### src/rtl/pc_pkg.sv
// Shared types and constants for the program-counter unit.
package pc_pkg;

  // Next-PC source selected by the control FSM.
  typedef enum logic [1:0] {
    PC_SEQ    = 2'd0,
    PC_TARGET = 2'd1,
    PC_EPC    = 2'd2,
    PC_HOLD   = 2'd3
  } pc_src_e;

  // Reason recorded for the most recent trap.
  typedef enum logic {
    TRAP_EXT      = 1'b0,
    TRAP_MISALIGN = 1'b1
  } trap_cause_e;

  // Instruction size in bytes; sequential fetch advances by this amount.
  localparam int unsigned INSN_BYTES = 4;

  // True when an address is word aligned (low two bits clear).
  function automatic logic is_aligned(input logic [1:0] lsbs);
    return (lsbs == 2'b00);
  endfunction

endpackage

### src/rtl/pc_if.sv
// Control/observation bundle between the control FSM and the PC unit.
interface pc_if
  import pc_pkg::*;
#(
  parameter int unsigned XLEN  = 32,
  parameter int unsigned CNT_W = 64
) ();

  // Requests from the control FSM.
  logic              pc_en;
  pc_src_e           pc_src;
  logic [XLEN-1:0]   target;
  logic              trap_req;

  // State published by the PC unit.
  logic [XLEN-1:0]   pc;
  logic [XLEN-1:0]   pc_old;
  logic [XLEN-1:0]   epc;
  logic              trap_taken;
  logic              trap_cause;
  logic [CNT_W-1:0]  cycles;
  logic [CNT_W-1:0]  instret;

  // Control FSM side: issues updates and observes the PC state.
  modport master (
    output pc_en, pc_src, target, trap_req,
    input  pc, pc_old, epc, trap_taken, trap_cause, cycles, instret
  );

  // PC unit side: consumes updates and owns the PC state.
  modport slave (
    input  pc_en, pc_src, target, trap_req,
    output pc, pc_old, epc, trap_taken, trap_cause, cycles, instret
  );

endinterface

### src/rtl/pc_event_counter.sv
// Wrapping event counter, cleared asynchronously while reset is low.
module pc_event_counter #(
  parameter int unsigned W = 64
) (
  input  logic         clk,
  input  logic         reset,
  input  logic         inc,
  output logic [W-1:0] count
);

  // Advance by one on every enabled edge; wraps at 2^W naturally.
  always_ff @(posedge clk or negedge reset) begin
    if (!reset) begin
      count <= '0;
    end else if (inc) begin
      count <= count + W'(1);
    end
  end

endmodule

### src/rtl/pc_unit.sv
// Program-counter unit: next-PC selection, trap redirection, history and counters.
module pc_unit
  import pc_pkg::*;
#(
  parameter int unsigned     XLEN         = 32,
  parameter logic [XLEN-1:0] RESET_VECTOR = XLEN'(32'h0000_1000),
  parameter logic [XLEN-1:0] TRAP_VECTOR  = XLEN'(32'h0000_0100),
  parameter int unsigned     CNT_W        = 64
) (
  input  logic clk,
  input  logic reset,
  pc_if.slave  bus
);

  // Vectors must be fetchable addresses.
  if (RESET_VECTOR[1:0] != 2'b00) begin : g_bad_reset_vector
    $error("pc_unit: RESET_VECTOR low two bits must be zero");
  end
  if (TRAP_VECTOR[1:0] != 2'b00) begin : g_bad_trap_vector
    $error("pc_unit: TRAP_VECTOR low two bits must be zero");
  end

  logic [XLEN-1:0] nxt;
  logic            update;
  logic            misalign;
  logic            commit;

  // Candidate next address for the requested source.
  always_comb begin
    nxt = bus.pc;
    unique case (bus.pc_src)
      PC_SEQ:    nxt = bus.pc + XLEN'(INSN_BYTES);
      PC_TARGET: nxt = bus.target;
      PC_EPC:    nxt = bus.epc;
      PC_HOLD:   nxt = bus.pc;
      default:   nxt = bus.pc;
    endcase
  end

  // Classify the cycle: external trap outranks a misaligned fault, which outranks a commit.
  always_comb begin
    update   = bus.pc_en && (bus.pc_src != PC_HOLD);
    misalign = update && !is_aligned(nxt[1:0]);
    commit   = update && !misalign && !bus.trap_req;
  end

  // PC, history, trap bookkeeping.
  always_ff @(posedge clk or negedge reset) begin
    if (!reset) begin
      bus.pc         <= RESET_VECTOR;
      bus.pc_old     <= RESET_VECTOR;
      bus.epc        <= '0;
      bus.trap_taken <= 1'b0;
      bus.trap_cause <= TRAP_EXT;
    end else if (bus.trap_req) begin
      bus.pc         <= TRAP_VECTOR;
      bus.pc_old     <= bus.pc;
      bus.epc        <= bus.pc;
      bus.trap_taken <= 1'b1;
      bus.trap_cause <= TRAP_EXT;
    end else if (misalign) begin
      // The faulting instruction's own PC is what the handler returns to.
      bus.pc         <= TRAP_VECTOR;
      bus.pc_old     <= bus.pc;
      bus.epc        <= bus.pc;
      bus.trap_taken <= 1'b1;
      bus.trap_cause <= TRAP_MISALIGN;
    end else if (commit) begin
      bus.pc         <= nxt;
      bus.pc_old     <= bus.pc;
      bus.trap_taken <= 1'b0;
    end else begin
      bus.trap_taken <= 1'b0;
    end
  end

  // Free-running cycle counter.
  pc_event_counter #(.W(CNT_W)) u_cycles (
    .clk   (clk),
    .reset (reset),
    .inc   (1'b1),
    .count (bus.cycles)
  );

  // Retired-update counter; trapping cycles do not retire.
  pc_event_counter #(.W(CNT_W)) u_instret (
    .clk   (clk),
    .reset (reset),
    .inc   (commit),
    .count (bus.instret)
  );

endmodule

### src/flat_wrapper.sv
// flat-port wrapper written by rule: the top's interface ports become plain ports
module pc_unit_flat import pc_pkg::*;
#(
  parameter int unsigned     XLEN         = 32,
  parameter logic [XLEN-1:0] RESET_VECTOR = XLEN'(32'h0000_1000),
  parameter logic [XLEN-1:0] TRAP_VECTOR  = XLEN'(32'h0000_0100),
  parameter int unsigned     CNT_W        = 64
)
  (clk, reset, bus_pc_en, bus_pc_src, bus_target, bus_trap_req, bus_pc, bus_pc_old, bus_epc, bus_trap_taken, bus_trap_cause, bus_cycles, bus_instret);
  pc_if #(.XLEN(XLEN), .CNT_W(CNT_W)) bus_i ();
  input  logic clk;
  input  logic reset;
  input wire logic [$bits(bus_i.pc_en)-1:0] bus_pc_en;
  input wire logic [$bits(bus_i.pc_src)-1:0] bus_pc_src;
  input wire logic [$bits(bus_i.target)-1:0] bus_target;
  input wire logic [$bits(bus_i.trap_req)-1:0] bus_trap_req;
  output wire logic [$bits(bus_i.pc)-1:0] bus_pc;
  output wire logic [$bits(bus_i.pc_old)-1:0] bus_pc_old;
  output wire logic [$bits(bus_i.epc)-1:0] bus_epc;
  output wire logic [$bits(bus_i.trap_taken)-1:0] bus_trap_taken;
  output wire logic [$bits(bus_i.trap_cause)-1:0] bus_trap_cause;
  output wire logic [$bits(bus_i.cycles)-1:0] bus_cycles;
  output wire logic [$bits(bus_i.instret)-1:0] bus_instret;
  assign bus_i.pc_en = bus_pc_en;
  assign bus_i.pc_src = bus_pc_src;
  assign bus_i.target = bus_target;
  assign bus_i.trap_req = bus_trap_req;
  assign bus_pc = bus_i.pc;
  assign bus_pc_old = bus_i.pc_old;
  assign bus_epc = bus_i.epc;
  assign bus_trap_taken = bus_i.trap_taken;
  assign bus_trap_cause = bus_i.trap_cause;
  assign bus_cycles = bus_i.cycles;
  assign bus_instret = bus_i.instret;
  pc_unit #(.XLEN(XLEN), .RESET_VECTOR(RESET_VECTOR), .TRAP_VECTOR(TRAP_VECTOR), .CNT_W(CNT_W)) u_core (.clk(clk), .reset(reset), .bus(bus_i));
endmodule
### config.mk
export PLATFORM = sky130hd
export DESIGN_NAME = pc_unit_flat
export DESIGN_NICKNAME = d
export VERILOG_FILES = /design/src/rtl/pc_pkg.sv /design/src/rtl/pc_if.sv /design/src/rtl/pc_event_counter.sv /design/src/rtl/pc_unit.sv /design/src/flat_wrapper.sv
export SDC_FILE = /design/constraint.sdc
export NUM_CORES = 1
export LEC_CHECK = 0
export BUFFER_PORTS_ARGS = -buffer_cell sky130_fd_sc_hd__clkbuf_2
export CAP_MARGIN = 30
export CORE_MARGIN = 1
export CORE_UTILIZATION = 46
export DETAILED_ROUTE_END_ITERATION = 10
export PLACE_DENSITY = 0.72
export RECOVER_POWER = 50
export SKIP_CTS_REPAIR_TIMING = 1
export SLEW_MARGIN = 20
export SYNTH_ARGS = -nofsm -noshare
export SYNTH_HDL_FRONTEND = slang
export SYNTH_HIERARCHICAL = 1
export SYNTH_SLANG_ARGS = --single-unit
### constraint.sdc
create_clock -name clk -period 2.8 [get_ports clk]
set_clock_uncertainty 0.05 [all_clocks]
set_input_delay 0.42 -clock clk [delete_from_list [all_inputs] [get_ports clk]]
set_output_delay 0.42 -clock clk [all_outputs]
set_load 0.01 [all_outputs]
==> reports/qor.csv, run 1 <==
stage,metric,value,unit
pwr,part of the power in registers,0.445,
layout,Layout fillers,2204,
pwr,worst vdd ir,545,µV
place,RePlAce Congestion,0.946,
die,# IOs,264,
sta,final setup vio count,0,
cts,Worst-path clk slew,0.06,ns
layout,layout cell share with drive strength beyond 1,0.240,
critical_path,CP endpoint kind,flop,
synth,Post-Synthesis Cells,1113,
synth,mean area per synthesized cell,10.3,µm²
detailed_routing,Via Count,9677,
layout,Layout Cells excl Fill,1742,
detailed_routing,router iterations before antenna repair,5,
sta,RSZ-0062 raised after global routing,no,
cts,clock latency on the worst-skew pair,0.52,ns
synth,cell taking the most area after synthesis,dfrtp_1,
min_path,Worst Hold Class,in2reg,
sta,"Slew Viols, Final",72,
layout,Register Area,5660,µm²
cts,H-tree depth,1,
pwr,power share of the clock group,0.452,
sta,pin slew with the least headroom to its limit,1.91,ns
die,Initial Util,0.469,
die,Site Rows,57,
sta,fin crit share,0.873,
layout,nets,1441,
synth,"Primary FF master, synth",dfrtp_1,
critical_path,Critical Path RT,3.19,ns
sta,setup_tns,0,ns
global_route,GRT Resource Usage Total,0.245,
place,buffers added on ports,263,
synth,post-synthesis instance area,11400,µm²
global_route,first-pass GRT wire length,50500,µm
layout,area of the multi-input gates,5430,µm²
global_route,grt ovf,0,
layout,Area Growth Syn to Fin,22.3,%
detailed_routing,final wirelength,31400,µm
die,core box area,24400,µm²
place,detailed placement HPWL,22400,µm
detailed_routing,post-route ant nets,0,
die,Die W,160,µm
global_route,largest net degree at the start of global routing,73,
die,Die H,160,µm
sta,Final min period,2.45,ns
place,Post-Place Cells,1695,
synth,top cell type's share of synthesized area,0.490,
layout,fin util,0.574,
cts,Root Driver,clkbuf_16,
cts,CTS tree,yes,
layout,Ant. Diodes,0,
global_route,initial antenna violation count,0,
critical_path,type of the worst setup path,reg2reg,
detailed_routing,WL per Instance,18.0,µm
global_route,vias in the first global route,9305,
synth,Post-synth ARST share,1.00,
critical_path,startpoint types,flop,
pwr,internal power,6.18,mW
pwr,P per Cell Area,593,nW/µm²
synth,"EDFF count, synth",0,
critical_path,worst endpoint data arrival time,2.84,ns
flow_run,Max-Cap Viols,1,
sta,Fmax achieved,409,MHz
outcome,failing checks,"max-capacitance violations, max-slew violations",
detailed_routing,post-DR vias/cell,5.56,
detailed_routing,Residual DRC,0,
pwr,Sw Ratio,0.255,
synth,synth top area cells,"dfrtp_1 (49%), xor2_1 (5.7%), nand2_1 (5.6%), xnor2_1 (4.4%), mux2_2 (3.0%)",
detailed_routing,Iter 0 DRT Violations,686,
pwr,Combinational Power Share,0.102,
pwr,Psw,2.12,mW
synth,register area share after synthesis,0.494,
pwr,leakage power,6.75,nW
sta,slew margin rel.,-0.271,
cts,Sink Count,226,
die,DIE AREA,25500,µm²
synth,warning count from the yosys run,6,
cts,CTS Buf Count,26,
synth,Yosys cell types,85,
synth,post-synthesis register bit count,226,
cts,CTS max path bufs,3,
outcome,status,"complete, but fails checks",
critical_path,Critical Path Fanout Max,7,
pwr,Power Total,8.30,mW
sta,"Hold Violations, Final",0,
## power by group through the flow
stage	clock network, mW	logic (mW)	registers, mW
6_report	3.75	0.850	3.70
5_1_grt	3.97	0.927	3.72
4_1_cts	3.82	0.871	3.69
3_5_place_dp	0	0.864	3.75
3_3_place_gp	0	0.851	3.74
2_1_floorplan	0	0.413	3.76
## cell usage after synthesis (21+ instances only)
| cell | n |
|---|---|
| nor2_1 | 69 |
| a21oi_1 | 21 |
| nand2_1 | 171 |
| xnor2_1 | 58 |
| nand3_1 | 54 |
| xor2_1 | 75 |
| nand4_1 | 41 |
| mux2_2 | 30 |
| dfrtp_1 | 224 |
| nor3_1 | 45 |
| o21ai_0 | 42 |
| inv_1 | 34 |
## worst paths after layout
path	from	to	slack (ns)	cells past startpoint
setup reg to reg	u_core/bus.epc[0]	u_core/u_instret/count[49]	0.35	9
hold reg to reg	u_core/bus.pc_old[14]	u_core/bus.pc_old[14]	0.41	2
setup / recovery	u_core/bus.epc[0]	u_core/u_instret/count[49]	0.35	9
max in group asynchronous	reset	u_core/u_instret/count[2]	0.46	3
hold / removal	bus_pc_en	u_core/bus.trap_cause	0.20	3
min in group asynchronous	reset	u_core/bus.pc_old[10]	0.92	2
## per-stage QoR
| step | worst slack (ns) | hold WS (ns) | cell area (µm²) |
|---|---|---|---|
| floorplan | 0.214 | 0.0744 | 11500 |
| global placement | 0.230 | 0.385 | 13200 |
| detailed placement | 0.147 | 0.388 | 13200 |
| CTS | 0.332 | -0.168 | 14100 |
| global route | 0.120 | 0.215 | 14000 |
| finish | 0.355 | 0.202 | 14000 |
## state kept, by name, summed over array words and instances (netlist names)
name                    count
u_core/bus.epc             32
u_core/u_cycles/count      64
u_core/u_instret/count     64
u_core/bus.pc              32
u_core/bus.trap_cause       1
u_core/bus.pc_old          32
u_core/bus.trap_taken       1
## per-layer routing
layer | wire length, µm | global-route usage
met1 | 13900 | 0.340
met2 | 14400 | 0.383
met3 | 2330 | 0.0506
met4 | 881 | 0.0774
met5 | 0 | 0
## kinds of logic (layout without fill, tap and decap cells)
family | count (synthesis) | after routing | synth area share
buffers and inverters | 72 | 372 | 0.0341
multiplexers | 35 | 35 | 0.0342
flip-flops | 226 | 226 | 0.494
adder cells (fa/ha/maj) | 3 | 3 | 0.00328
other | 1 | 6 | 0.000328
XOR/XNOR | 133 | 133 | 0.102
AND/OR/NAND/NOR | 504 | 504 | 0.249
AO/OA/AOI/OAI | 139 | 139 | 0.0827
## critical path: stages (launching register included)
cell and delay [ns]:
dfrtp_1 0.38, nor2_1 0.24, a22o_1 0.25, nand2_4 0.06, inv_2 0.14, nand4_2 0.18
nor4_4 0.33, nand4_2 0.28, nor3_2 0.28, xor2_1 0.17
## cell usage in the layout (no fill, tap or decap), types with 6 or more instances in the layout
cell / n
a21oi_1: 21
inv_1: 34
and4_1: 9
mux2_2: 30
and3_1: 7
buf_4: 22
dfrtp_1: 224
nand2_1: 171
nor2b_1: 6
nor3_1: 45
clkbuf_8: 7
a22oi_1: 6
nor4_4: 7
nor4_1: 8
a22o_1: 16
xnor2_1: 58
clkbuf_1: 102
nor4_2: 10
clkbuf_16: 27
nand2b_1: 6
conb_1: 6
xor2_1: 75
nor3_2: 10
or2_2: 6
a21o_1: 7
and2_1: 7
nand3_2: 6
clkbuf_2: 165
nand4_1: 42
nand4_2: 11
nor2_1: 69
o21ai_0: 43
nand3_1: 54
## cell type report
cell class,instances,area share
clock inverters,10,0.0133
repair buffers,290,0.101
clock buffers,36,0.0557
inverters,36,0.00965
multi-input cells,820,0.388
well taps,324,0.0290
flip-flops and latches,226,0.404
Power figures use the tool's default switching activity.
==> run 2: changes to the inputs <==
--- a/config.mk
+++ b/config.mk
@@ -11,7 +11,7 @@
 export CORE_UTILIZATION = 46
 export DETAILED_ROUTE_END_ITERATION = 10
 export PLACE_DENSITY = 0.72
-export RECOVER_POWER = 50
+export RECOVER_POWER = 25
 export SKIP_CTS_REPAIR_TIMING = 1
 export SLEW_MARGIN = 20
 export SYNTH_ARGS = -nofsm -noshare
==> reports/qor.csv, run 2 (same netlist as run 1, synthesis figures left out) <==
stage,metric,value,unit
detailed_routing,post-route ant nets,0,
cts,CTS Buf Count,26,
detailed_routing,router iterations before antenna repair,5,
place,buffers added on ports,263,
die,Site Rows,57,
critical_path,WP depth,9,
critical_path,CP max stage cell,dfrtp_1,
detailed_routing,post-DR vias/cell,5.54,
critical_path,crit-path max cell delay,0.38,ns
critical_path,"setup slack, reg-to-reg",0.35,ns
sta,setup_tns,0,ns
die,Die H,160,µm
sta,"crit path setup slack, layout",0.345,ns
detailed_routing,Iter 0 DRT Violations,658,
sta,slew margin rel.,-0.265,
detailed_routing,Residual DRC,0,
layout,Layout fillers,2150,
critical_path,reg2reg end,u_core/u_instret/count[33],
layout,nets,1441,
critical_path,R2R depth,9,
layout,Ant. Diodes,0,
cts,Worst-path clk slew,0.06,ns
sta,"Slew Viols, Final",72,
critical_path,Worst Path Buf+Inv,1,
global_route,first-pass GRT wire length,50500,µm
cts,Sink Count,226,
critical_path,"CP delay by family, top",simple AND/OR/NAND/NOR gates,
die,# IOs,264,
place,DP Area,13200,µm²
sta,final setup vio count,0,
layout,"Design Area, Final",14100,µm²
sta,fin crit share,0.877,
global_route,grt ovf,0,
layout,fin util,0.579,
pwr,P per Cell Area,589,nW/µm²
place,Post-Place Cells,1695,
pwr,worst vdd ir,545,µV
global_route,grt met3 use,0.0506,
critical_path,Critical Path Fanout Max,9,
outcome,failing checks,"max-capacitance violations, max-slew violations",
global_route,grt met1 use,0.340,
critical_path,CP endpoint kind,flop,
sta,Final min period,2.45,ns
cts,CTS tree,yes,
place,RePlAce Congestion,0.946,
critical_path,reg2reg start,u_core/bus.epc[0],
outcome,status,"complete, but fails checks",
detailed_routing,WL per Instance,18.0,µm
die,core box area,24400,µm²
critical_path,startpoint types,flop,
detailed_routing,final wirelength,31300,µm
layout,Layout Cells excl Fill,1742,
min_path,Worst Hold Class,in2reg,
sta,"Hold Violations, Final",0,
layout,Area Growth Syn to Fin,23.4,%
cts,Root Driver,clkbuf_16,
layout,most frequent cells in the layout,"clkbuf_2 (264), dfrtp_1 (224), nand2_1 (171)",
global_route,global-route layer with the greatest usage,met2,
cts,CTS max path bufs,3,
place,dpl ws,0.147,ns
global_route,initial antenna violation count,0,
layout,"commonest non-fill, non-tap cell in the layout",clkbuf_2,
flow_run,Max-Cap Viols,1,
sta,Fmax achieved,407,MHz
detailed_routing,Via Count,9657,
critical_path,worst path cell trace,"nor2_1, a22o_1, nand2_4, inv_2, nand4_2, nor4_4, nand3_2, nor4_2, xor2_1",
global_route,grt met2 use,0.383,
critical_path,worst endpoint data arrival time,2.85,ns
critical_path,CP endpoint,u_core/u_instret/count[33],
sta,pin slew with the least headroom to its limit,1.90,ns
die,Initial Util,0.469,
place,detailed placement HPWL,22400,µm
global_route,GRT Resource Usage Total,0.245,
layout,Largest regs,"u_core/u_cycles/count x64, u_core/u_instret/count x64",
cts,H-tree depth,1,
global_route,vias in the first global route,9305,
sta,RSZ-0062 raised after global routing,no,
cts,clock latency on the worst-skew pair,0.53,ns
global_route,largest net degree at the start of global routing,73,
critical_path,Critical Path Source,u_core/bus.epc[0],
die,Die W,160,µm
die,DIE AREA,25500,µm²
layout,layout cell share with drive strength beyond 1,0.310,
critical_path,type of the worst setup path,reg2reg,
pwr,leakage power,7.08,nW
critical_path,Critical Path RT,3.20,ns
[run 2: cell counts in the layout (fill, tap and decap cells not counted)]
No cell type changed its count.
[run 2: area by class of cell]
| type | instances | area, µm² | share of cell area |
|---|---|---|---|
| clock buffers | 36 | 779 | 0.0552 |
| clock inverters | 10 | 186 | 0.0132 |
| inverters | 36 | 135 | 0.00957 |
| multi-input cells | 820 | 5430 | 0.384 |
| flip-flops and latches | 226 | 5660 | 0.401 |
| well taps | 324 | 405 | 0.0287 |
| repair buffers | 290 | 1530 | 0.108 |
[run 2: power breakdown]
group          switching (mW)  internal [mW]  leakage, nW
combinational           0.508          0.354         3.58
clock                    1.36           2.40        0.477
sequential              0.257           3.44         3.03
total                    2.13           6.19         7.08
[run 2: worst min path at each step]
stage / startpoint / end / slack (ns) / cells after the start
CTS: reset / u_core/bus.pc[7] / -0.17 / 1
global placement: reset / u_core/bus.pc_old[14] / 0.38 / 1
global route: bus_trap_req / u_core/bus.trap_cause / 0.22 / 3
detailed placement: reset / u_core/bus.pc_old[8] / 0.39 / 1
floorplan: reset / u_core/bus.epc[0] / 0.07 / 0
finish: bus_pc_en / u_core/bus.trap_cause / 0.20 / 3
[run 2: worst reg2reg max path: cells and delay by family, from the launching register on]
kind / cells / cell delay [ns]
DFF: 1 / 0.38
AOI/OAI and AO/OA: 1 / 0.26
xor gates and xnor gates: 1 / 0.17
buffers and inverters: 1 / 0.14
and+or+nand+nor: 6 / 1.39
[run 2: routing by layer]
layer  wire length, µm  up-vias
met2             14300      375
met5                 0        -
met3              2120       70
met4               875        0
met1             14000     4709
li1                  -     4503
[run 2: through the flow]
stage	hold slack [ns]	power, mW
after floorplan	0.0744	4.18
after global placement	0.385	4.59
after detailed placement	0.388	4.62
after CTS	-0.168	8.39
after global routing	0.215	8.63
final	0.196	8.32
==> run 3: changes to the inputs <==
--- a/config.mk
+++ b/config.mk
@@ -7,10 +7,13 @@
 export LEC_CHECK = 0
 export BUFFER_PORTS_ARGS = -buffer_cell sky130_fd_sc_hd__clkbuf_2
 export CAP_MARGIN = 30
+export CELL_PAD_IN_SITES_DETAIL_PLACEMENT = 0
+export CELL_PAD_IN_SITES_GLOBAL_PLACEMENT = 1
 export CORE_MARGIN = 1
-export CORE_UTILIZATION = 46
+export CORE_UTILIZATION = 42
+export CTS_CLUSTER_DIAMETER = 80
 export DETAILED_ROUTE_END_ITERATION = 10
-export PLACE_DENSITY = 0.72
+export PLACE_DENSITY = 0.83
 export RECOVER_POWER = 25
 export SKIP_CTS_REPAIR_TIMING = 1
 export SLEW_MARGIN = 20
==> reports/qor.csv, run 3 (same netlist as run 1, synthesis figures left out) <==
stage,metric,value,unit
global_route,first-pass GRT wire length,50600,µm
layout,most frequent cells in the layout,"clkbuf_2 (264), dfrtp_1 (224), nand2_1 (171)",
critical_path,Critical Path Fanout Max,7,
die,Initial Util,0.426,
global_route,largest net degree at the start of global routing,69,
detailed_routing,WL per Instance,18.0,µm
global_route,vias in the first global route,9136,
place,buffers added on ports,263,
cts,Sink Count,226,
detailed_routing,post-DR vias/cell,5.40,
sta,Fmax achieved,394,MHz
layout,Largest regs,"u_core/u_cycles/count x64, u_core/u_instret/count x64",
sta,slew margin rel.,0.0927,
critical_path,Critical Path RT,3.19,ns
global_route,grt ovf,0,
detailed_routing,Via Count,9501,
layout,nets,1443,
cts,H-tree depth,1,
cts,CTS tree,yes,
detailed_routing,post-route ant nets,0,
die,DIE AREA,27900,µm²
critical_path,type of the worst setup path,reg2reg,
global_route,GRT Resource Usage Total,0.226,
min_path,hold_sp,bus_target[31],
sta,setup_tns,0,ns
critical_path,worst endpoint data arrival time,2.92,ns
sta,fin crit share,0.907,
critical_path,R2R depth,9,
layout,Layout fillers,2501,
pwr,worst vdd ir,487,µV
die,Site Rows,60,
min_path,Worst Hold Class,in2reg,
layout,Layout Cells excl Fill,1761,
place,Post-Place Cells,1714,
min_path,Hold Path Depth,4,
layout,"commonest non-fill, non-tap cell in the layout",clkbuf_2,
outcome,status,completed,
die,Die W,167,µm
sta,RSZ-0062 raised after global routing,no,
sta,"Slew Viols, Final",0,
sta,final setup vio count,0,
cts,Worst-path clk slew,0.06,ns
layout,fin util,0.523,
detailed_routing,final wirelength,31600,µm
place,RePlAce Congestion,0.855,
cts,CTS max path bufs,3,
pwr,P per Cell Area,557,nW/µm²
cts,clock latency on the worst-skew pair,0.53,ns
cts,CTS Buf Count,26,
global_route,initial antenna violation count,3,
die,# IOs,264,
flow_run,Max-Cap Viols,0,
sta,"Hold Violations, Final",0,
layout,Area Growth Syn to Fin,22.7,%
die,Die H,167,µm
detailed_routing,router iterations before antenna repair,4,
pwr,leakage power,7.02,nW
sta,Final min period,2.54,ns
detailed_routing,Residual DRC,0,
detailed_routing,Iter 0 DRT Violations,636,
die,core box area,26900,µm²
critical_path,Critical Path Source,u_core/bus.epc[0],
critical_path,startpoint types,flop,
layout,layout cell share with drive strength beyond 1,0.304,
pwr,Power Total,7.83,mW
critical_path,reg2reg start,u_core/bus.epc[0],
sta,WHS,0.214,ns
critical_path,CP endpoint kind,flop,
sta,pin slew with the least headroom to its limit,1.36,ns
cts,Root Driver,clkbuf_16,
place,detailed placement HPWL,23200,µm
-- run 3: cell count changes in the layout (fill, tap and decap cells not counted), sizes merged --
cell / before / now
buf: 24 / 27
inv: 37 / 36
clkbuf: 301 / 307
clkinv: 4 / 1
diode: 0 / 1
bufinv: 5 / 1
-- run 3: layer usage --
| layer | up-vias | GRT usage | wire, µm |
|---|---|---|---|
| met3 | 52 | 0.0442 | 1810 |
| met1 | 4656 | 0.321 | 14600 |
| met5 | - | 0 | 13 |
| li1 | 4511 | - | - |
| met4 | 2 | 0.0668 | 855 |
| met2 | 280 | 0.349 | 14400 |
-- run 3: path summary, 6_finish.rpt --
kind                                         endpoint  slack (ns)
max                        u_core/u_instret/count[49]        0.26
min                                 u_core/bus.pc[31]        0.21
max reg2reg                u_core/u_instret/count[49]        0.26
min reg2reg                     u_core/bus.pc_old[15]        0.41
max in group asynchronous    u_core/u_cycles/count[6]        0.45
min in group asynchronous  u_core/u_instret/count[28]        0.70
-- run 3: worst max-delay path, cell delays in order, from the launching register on --
cell,delay [ns]
dfrtp_1,0.40
nor2_1,0.33
a22o_1,0.26
nand2_4,0.07
inv_2,0.11
nand4_2,0.17
nor4_4,0.34
nand4_2,0.28
nor3_2,0.27
xor2_1,0.17
-- run 3: layout make-up --
cell class / instances / area (µm²) / area share
inverters: 36 / 135 / 0.00962
repair buffers: 292 / 1580 / 0.113
clock inverters: 2 / 35.0 / 0.00249
well taps: 341 / 427 / 0.0304
multi-input cells: 820 / 5430 / 0.387
clock buffers: 43 / 776 / 0.0552
flip-flops and latches: 226 / 5660 / 0.403
diodes: 1 / 2.50 / 0.000178
-- run 3: report_power, final --
group          internal [mW]  total, mW  switching [mW]
clock network           1.96       3.25            1.29
registers               3.44       3.71           0.267
logic                  0.364      0.870           0.506
total                   5.76       7.83            2.07
-- run 3: through the flow --
step / area [µm²] / setup WS [ns]
3_5_place_dp: 13300 / 0.119
6_report: 14000 / 0.261
3_3_place_gp: 13300 / 0.161
2_1_floorplan: 11500 / 0.214
4_1_cts: 14100 / 0.250
5_1_grt: 14000 / 0.0316
